<file path="src/rtl/qick_com_pkg.sv">
// Shared definitions for the QICK command link: transmitter states, the
// frame sync byte and the operation-to-length decode.
package qick_com_pkg;

  typedef enum logic [1:0] {
    IDLE = 2'd0,
    HDR  = 2'd1,
    DATA = 2'd2,
    CHK  = 2'd3
  } state_t;

  localparam logic [7:0] SYNC_WORD = 8'hA5;

  // The two most significant op bits select 0, 1, 2 or 4 data words;
  // a one-bit op has no length field and always sends none.
  function automatic logic [7:0] len_decode(input logic [7:0] op, input int op_dw);
    logic [7:0] sh;
    logic [1:0] sel;
    if (op_dw < 2) return 8'd0;
    sh  = op >> (op_dw - 2);
    sel = sh[1:0];
    case (sel)
      2'b00:   return 8'd0;
      2'b01:   return 8'd1;
      2'b10:   return 8'd2;
      default: return 8'd4;
    endcase
  endfunction

endpackage

</file>
<file path="src/rtl/qick_cmd_tx.sv">
// Serialises one captured command per frame onto a valid/ready link:
// header, 0..4 data words, then an XOR check word flagged as last.
module qick_cmd_tx
  import qick_com_pkg::*;
#(
  parameter int OP_DW  = 5,
  parameter int DT_QTY = 4
) (
  input  logic                    clk_i,
  input  logic                    rst_i,
  input  logic                    cmd_req_i,
  output logic                    cmd_ack_o,
  input  logic [OP_DW-1:0]        cmd_op_i,
  input  logic [DT_QTY-1:0][31:0] cmd_dt_i,
  output logic                    tx_vld_o,
  input  logic                    tx_rdy_i,
  output logic [31:0]             tx_dt_o,
  output logic                    tx_last_o,
  output logic                    busy_o,
  output logic [7:0]              tx_cnt_do
);

  localparam int IW = $clog2(DT_QTY);

  state_t                  state, state_nxt;
  logic                    armed, capture, accept, ack_q;
  logic [7:0]              op_ext, len_dec, op_q, len_q, seq;
  logic [DT_QTY-1:0][31:0] dt_q;
  logic [IW-1:0]           idx;
  logic [31:0]             chk, hdr_word;

  assign op_ext    = 8'(cmd_op_i);
  assign len_dec   = len_decode(op_ext, OP_DW);
  assign hdr_word  = {op_q, seq, len_q, SYNC_WORD};
  assign accept    = tx_vld_o & tx_rdy_i;
  assign cmd_ack_o = ack_q;
  assign busy_o    = (state != IDLE);
  // Completed frames and the sequence number advance together.
  assign tx_cnt_do = seq;

  always_ff @(posedge clk_i) begin
    if (rst_i) state <= IDLE;
    else       state <= state_nxt;
  end

  always_comb begin
    state_nxt = state;
    capture   = 1'b0;
    tx_vld_o  = 1'b0;
    tx_last_o = 1'b0;
    tx_dt_o   = 32'd0;
    case (state)
      IDLE: begin
        if (cmd_req_i && armed) begin
          capture   = 1'b1;
          state_nxt = HDR;
        end
      end
      HDR: begin
        tx_vld_o = 1'b1;
        tx_dt_o  = hdr_word;
        if (tx_rdy_i) state_nxt = (len_q != 8'd0) ? DATA : CHK;
      end
      DATA: begin
        tx_vld_o = 1'b1;
        tx_dt_o  = dt_q[idx];
        if (tx_rdy_i && (idx == IW'(len_q - 8'd1))) state_nxt = CHK;
      end
      CHK: begin
        tx_vld_o  = 1'b1;
        tx_last_o = 1'b1;
        tx_dt_o   = chk;
        if (tx_rdy_i) state_nxt = IDLE;
      end
      default: state_nxt = IDLE;
    endcase
  end

  // Command capture, handshake bookkeeping and the running check word.
  always_ff @(posedge clk_i) begin
    if (rst_i) begin
      armed <= 1'b1;
      ack_q <= 1'b0;
      op_q  <= 8'd0;
      len_q <= 8'd0;
      dt_q  <= '0;
      idx   <= '0;
      chk   <= 32'd0;
      seq   <= 8'd0;
    end else begin
      ack_q <= capture;
      if (!cmd_req_i)   armed <= 1'b1;
      else if (capture) armed <= 1'b0;
      if (capture) begin
        op_q  <= op_ext;
        len_q <= len_dec;
        dt_q  <= cmd_dt_i;
        idx   <= '0;
      end
      if (accept) begin
        case (state)
          HDR:  chk <= tx_dt_o;
          DATA: begin
            chk <= chk ^ tx_dt_o;
            idx <= idx + IW'(1);
          end
          CHK:  seq <= seq + 8'd1;
          default: ;
        endcase
      end
    end
  end

endmodule

</file>
<file path="config.mk">
export PLATFORM = sky130hd
export DESIGN_NAME = qick_cmd_tx
export DESIGN_NICKNAME = d
export VERILOG_FILES = /design/src/rtl/qick_com_pkg.sv /design/src/rtl/qick_cmd_tx.sv
export SDC_FILE = /design/constraint.sdc
export NUM_CORES = 1
export LEC_CHECK = 0
export CAP_MARGIN = 20
export CORE_AREA = 2 2 112 157
export DETAILED_ROUTE_END_ITERATION = 16
export DIE_AREA = 0 0 114 159
export GPL_ROUTABILITY_DRIVEN = 0
export HOLD_SLACK_MARGIN = 0.1
export PLACE_DENSITY = 0.79
export REMOVE_ABC_BUFFERS = 1
export SLEW_MARGIN = 10
export SYNTH_ARGS = -nofsm -noshare
export SYNTH_HDL_FRONTEND = slang
export SYNTH_SLANG_ARGS = --single-unit
export TNS_END_PERCENT = 1
</file>
<file path="constraint.sdc">
create_clock -name clk_i -period 2.6 [get_ports clk_i]
set_input_delay 0.39 -clock clk_i [delete_from_list [all_inputs] [get_ports clk_i]]
set_output_delay 0.39 -clock clk_i [all_outputs]
set_load 0.01 [all_outputs]
</file>
* Word level (Yosys, flattened, before mapping)
Cells that the tools add are included.
** Storage, ports and cells
- Register bits :: 182
- Input bits :: 137
- Output and inout bits :: 44
- Word-level logic and storage cells :: 59
** Operators by class
- $add $sub $neg :: 3
- $lt $le $gt $ge :: 1
- Eq/ne operators :: 10
- Muxes and demuxes :: 18
- Bitwise gates (word level) :: 3
- Reductions and logical operators :: 12
** Operators by type and width (count)
- 32-bit one-hot mux with 3 select lines :: 1
- 32-bit binary-select mux with 2-bit select :: 1
- 32-bit one-hot mux with 2 select lines :: 1
- 32-bit two-way mux :: 1
- 32-bit bitwise XOR :: 1
- 2-bit two-way mux :: 7
- 3-bit one-hot mux with 3 select lines :: 1
- 8-bit by 1-bit adder with 8-bit output, second input constant :: 1
- 2-bit != test, second input constant :: 4
- 2-bit one-hot mux with 4 select lines :: 1
- 8-bit nonzero test :: 1
- 2-bit == test, second input constant :: 3
- 1-bit two-way mux :: 5
- 2-bit by 1-bit == test with 1-bit output, second input constant :: 2
- 2-bit logical NOT :: 2
- 2-bit AND reduction :: 2
- 4-bit AND reduction :: 1
- 2-bit nonzero test :: 2
- 2-bit by 3-bit less-than comparator with 1-bit output, second input constant :: 1
- 3-bit OR reduction :: 1
- 2-bit by 1-bit adder with 2-bit output, second input constant :: 1
- 2-bit == test :: 1
- 1-bit logical AND :: 2
- 2-bit OR reduction :: 1
- 3 further kinds :: 3

* Logic depth before layout (Yosys ltp)
- Word-level depth :: 6
- Mapped depth :: 8

* Least setup slack after synthesis
Ideal clock, no wire load.
- Kind :: register to output
- Start :: reg state[1]
- End :: out tx_dt_o[23]
- Arrival time :: 1.705 ns
- Data required time :: 2.210 ns
- Path slack :: 0.505 ns
- Stages on the path, launching flop included :: 8
- Buffers on the path :: 2
- Cell sequence :: dfxtp_1 -> inv_1 -> ha_1 -> clkbuf_1 -> clkbuf_1 -> a22o_1 -> a21oi_1 -> nor2_1
** Between the ends
- Word-level cells in the longest chain between the ends :: 2
** RTL lines
- start, declared :: RTL line qick_cmd_tx.sv:25 : state_t state, state_nxt;
- start signal, assigned :: RTL line qick_cmd_tx.sv:43 : else state <= state_nxt;
- 2-bit == test / 2-bit by 1-bit == test with 1-bit output (equally long branches) :: RTL line qick_cmd_tx.sv:52 : case (state)
- 32-bit one-hot mux with 3 select lines (*) :: RTL line qick_cmd_tx.sv:52
- end, declared :: RTL line qick_cmd_tx.sv:17 : output logic [31:0] tx_dt_o,
Every way passes the cells marked *; elsewhere a longest branch is shown, timed or not.

* Worst setup path after layout
- Start :: reg idx[1]
- End :: out tx_dt_o[10]
** Between the ends
- Word-level cells in the longest chain between the ends :: 3
** RTL lines
- start, declared :: RTL line qick_cmd_tx.sv:29 : logic [IW-1:0] idx;
- start signal, assigned :: RTL line qick_cmd_tx.sv:105 : idx <= idx + IW'(1);
- 32-bit binary-select mux with 2-bit select :: RTL line qick_cmd_tx.sv:66 : tx_dt_o = dt_q[idx];
- 32-bit two-way mux (not written as such) :: RTL line qick_cmd_tx.sv:66
- 32-bit one-hot mux with 3 select lines :: RTL line qick_cmd_tx.sv:52
No other way between the ends. The select of a mux whose other input is x is not followed.

==> summary.md <==
| Metric | Value |
|---|---|
| Status | complete, but fails checks |
| Failing checks | setup timing |
| Synth Warn # | 0 |
| Critical-path cell list | buf_6 > mux4_2 > a21oi_2 > nor2_1 > clkdlybuf4s50_1 |
| Row count | 56 |
| Fin crit share | 1.03 |
| Clock latency on the worst-skew pair | 0.43 ns |
| Finished Cell Area | 11200 um^2 |
| Pin count of the biggest net entering global routing | 74 |
| Yosys reg bits | 182 |
| Peak supply drop | 0.850 mV |
| Slowest CP cell | mux4_2 |
| Ports | 181 |
| Crit start category | register |
| Switching pwr | 0.00313 W |
| Pre-CTS WS | 0.180 ns |
| Peak Freq | 0.374 GHz |
| RSZ-0062 raised after global routing | true |
| Worst path arrival time | 2.29 ns |
| Final hold slack | 0.346 ns |
| Leakage power | 4.06 nW |
| Fin cells | 1373 |
| WP data required | 2.21 ns |
| Slew Limit Fails | 0 |
| Main synth FF type | dfxtp_1 |
| Wirelength, routed | 22000 um |
| Post-synthesis cell type count | 42 |
| Fill cells | 1383 |
| Critical Path Sink Type | output pin |
| Vias | 7677 |
| Mapped Area | 8350 um^2 |
| Ys async rst share | 0 |
| Post-route antenna net violation count | 0 |
| Crit-path max cell delay | 0.56 ns |
| Initial antenna violation count | 2 |
| Hold Fails Final Rpt | 0 |
| Seq pwr share | 0.378 |
| Placed instance count | 1336 |
| Buffers & Inverters on Critical Path | 2 |
| Clock sink count | 182 |
| Final worst setup slack | -0.0771 ns |
| Crit path kind | register to output pin |
| Die width | 114 um |
| Clock share of power | 0.294 |
| CTS tree | done |
| Most frequent cells in the layout | 280 x nand2_1, 178 x dfxtp_1, 163 x a21oi_1 |
| Share of cells above drive strength 1 | 0.110 |
| Hold-fix buffers, CTS | 0 |
| Comb pwr share | 0.328 |
| Port Buf Inserts | 180 |
| Headroom to the max-slew limit | 0.361 |
| Net Sw Frac | 0.344 |
| Commonest non-fill, non-tap cell in the layout | nand2_1 |
| Mean Syn Cell Area | 8.29 um^2 |
| Cells after Synth | 1007 |
| Core area | 16700 um^2 |
| Register area | 3650 um^2 |
| Sequential cell area fraction in the yosys report | 0.436 |
| Area delta synth->final | 34.3% |
| Drt drc | 0 |
| Footprint of the multi-input gates | 4410 um^2 |
| Hold crit path type | input pin to register |
| HPWL Detailed | 14900 um |
| Vias in the first global route | 7745 |
| Worst-case clock buffer depth | 2 |
| Drt pass-1 iters | 5 |
| Nets | 1299 |
| Die area | 18100 um^2 |
| Post-synth EDFFs | 0 |
| Fin crit period | 2.68 ns |
| Tightest Pin Transition | 0.956 ns |
| Top delay family on crit path | buffers and inverters |
| Clock Pin Slew Worst Setup and Hold Paths | 0.07 ns |
| Clock skew | 0.00848 ns |
| Vias per std cell | 5.59 |
| # setup viols final | 14 |
| Initial Utilization | 0.501 |
| CTS H-tree lvls | 4 |
| Worst-path maximum fanout | 10 |
| Internal Power | 0.00599 W |
| DRT iter0 DRCs | 491 |
| Pwr per Cell Area | 813 nW/um^2 |
| Number of buffers created by CTS | 17 |
| Root Buffer | clkbuf_16 |
| First-pass GRT wire length | 36300 um |
| Die Ht | 159 um |
| GRT Total Usage | 0.247 |
| Grt ovf | 0 |
| Number of max-cap violations | 0 |
| DR WL/cell | 16.0 um |
| Post-placement cell area | 10400 um^2 |
## synthesized netlist by cell type (2+ instances only)
cell / count / area share
a22o_1: 16 / 0.017
a31oi_1: 6 / 0.0045
buf_6: 4 / 0.0054
o211ai_1: 4 / 0.0036
a22oi_1: 24 / 0.022
o21ai_0: 2 / 0.0012
or4_1: 4 / 0.0036
ha_1: 7 / 0.010
clkbuf_1: 74 / 0.033
a221oi_2: 4 / 0.0072
nand3b_1: 4 / 0.0036
buf_4: 2 / 0.0018
xor2_1: 3 / 0.0031
inv_1: 19 / 0.0085
a21oi_1: 174 / 0.10
nand3_1: 4 / 0.0024
o311ai_1: 2 / 0.0021
and3b_1: 17 / 0.018
nand2_1: 280 / 0.13
buf_2: 5 / 0.0030
and3_1: 2 / 0.0015
nor3_1: 4 / 0.0024
o311ai_0: 14 / 0.015
nor2_1: 67 / 0.030
o21bai_1: 16 / 0.014
xnor2_1: 5 / 0.0052
nand4_1: 3 / 0.0022
o41a_1: 4 / 0.0054
dfxtp_1: 182 / 0.44
mux4_2: 32 / 0.086
o32ai_1: 12 / 0.013
## cell families (layout without fill, tap and decap cells)
group / count (synthesis) / in the layout / synth area share
flip-flops: 182 / 182 / 0.436
multiplexers: 32 / 32 / 0.0863
other: 0 / 2 / 0
AO/OA/AOI/OAI: 283 / 283 / 0.213
XOR/XNOR: 8 / 8 / 0.00839
buffers and inverters: 106 / 267 / 0.0529
adder cells (fa/ha/maj): 7 / 7 / 0.0105
AND/OR/NAND/NOR: 389 / 389 / 0.193
## area by class of cell
class	count	share of cell area
antenna	2	0.000446
clock buffer	21	0.0419
clock inverter	11	0.0132
inverter	20	0.00669
multi-input combinational	719	0.393
sequential	182	0.326
tap	203	0.0226
timing repair buffer	215	0.196
## metrics by stage
step / TNS, ns / total power [W] / util
2_1_floorplan: -178.08 / 0.00520 / -
3_3_place_gp: 0 / 0.00637 / 0.624
3_5_place_dp: 0 / 0.00644 / 0.624
4_1_cts: -2.47 / 0.00916 / 0.668
5_1_grt: -2.12 / 0.00964 / 0.673
6_report: -0.807 / 0.00912 / 0.673
## layer usage
metal  wire (um)  track usage  vias to the layer above
met3         838       0.0426                       36
li1            -            -                     3825
met4         571       0.0937                        0
met5           0            0                        -
met2       11500        0.440                      190
met1        9110        0.293                     3626
## timing repair
action,4_1_cts,5_1_grt
endpoints found under the setup margin,32,27
buffers inserted,3,0
pin swaps,3,4
resized for setup,28,24
## registers in the layout (all words and copies together), names as in the netlist
signal	cells
armed	1
idx	2
chk	32
dt_q	128
tx_cnt_do	8
op_q	5
state	2
len_q	3
cmd_ack_o	1
## worst paths after layout
check	endpoint	depth (start not counted)	slack [ns]	start
hold / removal	dt_q[38]$_SDFFE_PP0P_	2	0.35	rst_i
setup / recovery	tx_dt_o[10]	5	-0.08	idx[1]$_SDFF_PP0_
hold reg to reg	dt_q[40]$_SDFFE_PP0P_	2	0.45	dt_q[40]$_SDFFE_PP0P_
setup reg to reg	chk[30]$_SDFFE_PP0P_	7	0.40	state[0]$_SDFFE_PP0P_
## power groups by stage
stage                     Clock (W)  Sequential [W]  Combinational [W]
after floorplan                   0         0.00344            0.00177
after global placement            0         0.00348            0.00289
after detailed placement          0         0.00350            0.00294
after CTS                   0.00272         0.00345            0.00299
after global routing        0.00283         0.00350            0.00332
final                       0.00268         0.00345            0.00299
No activity file was read; power rests on OpenSTA's default activity.
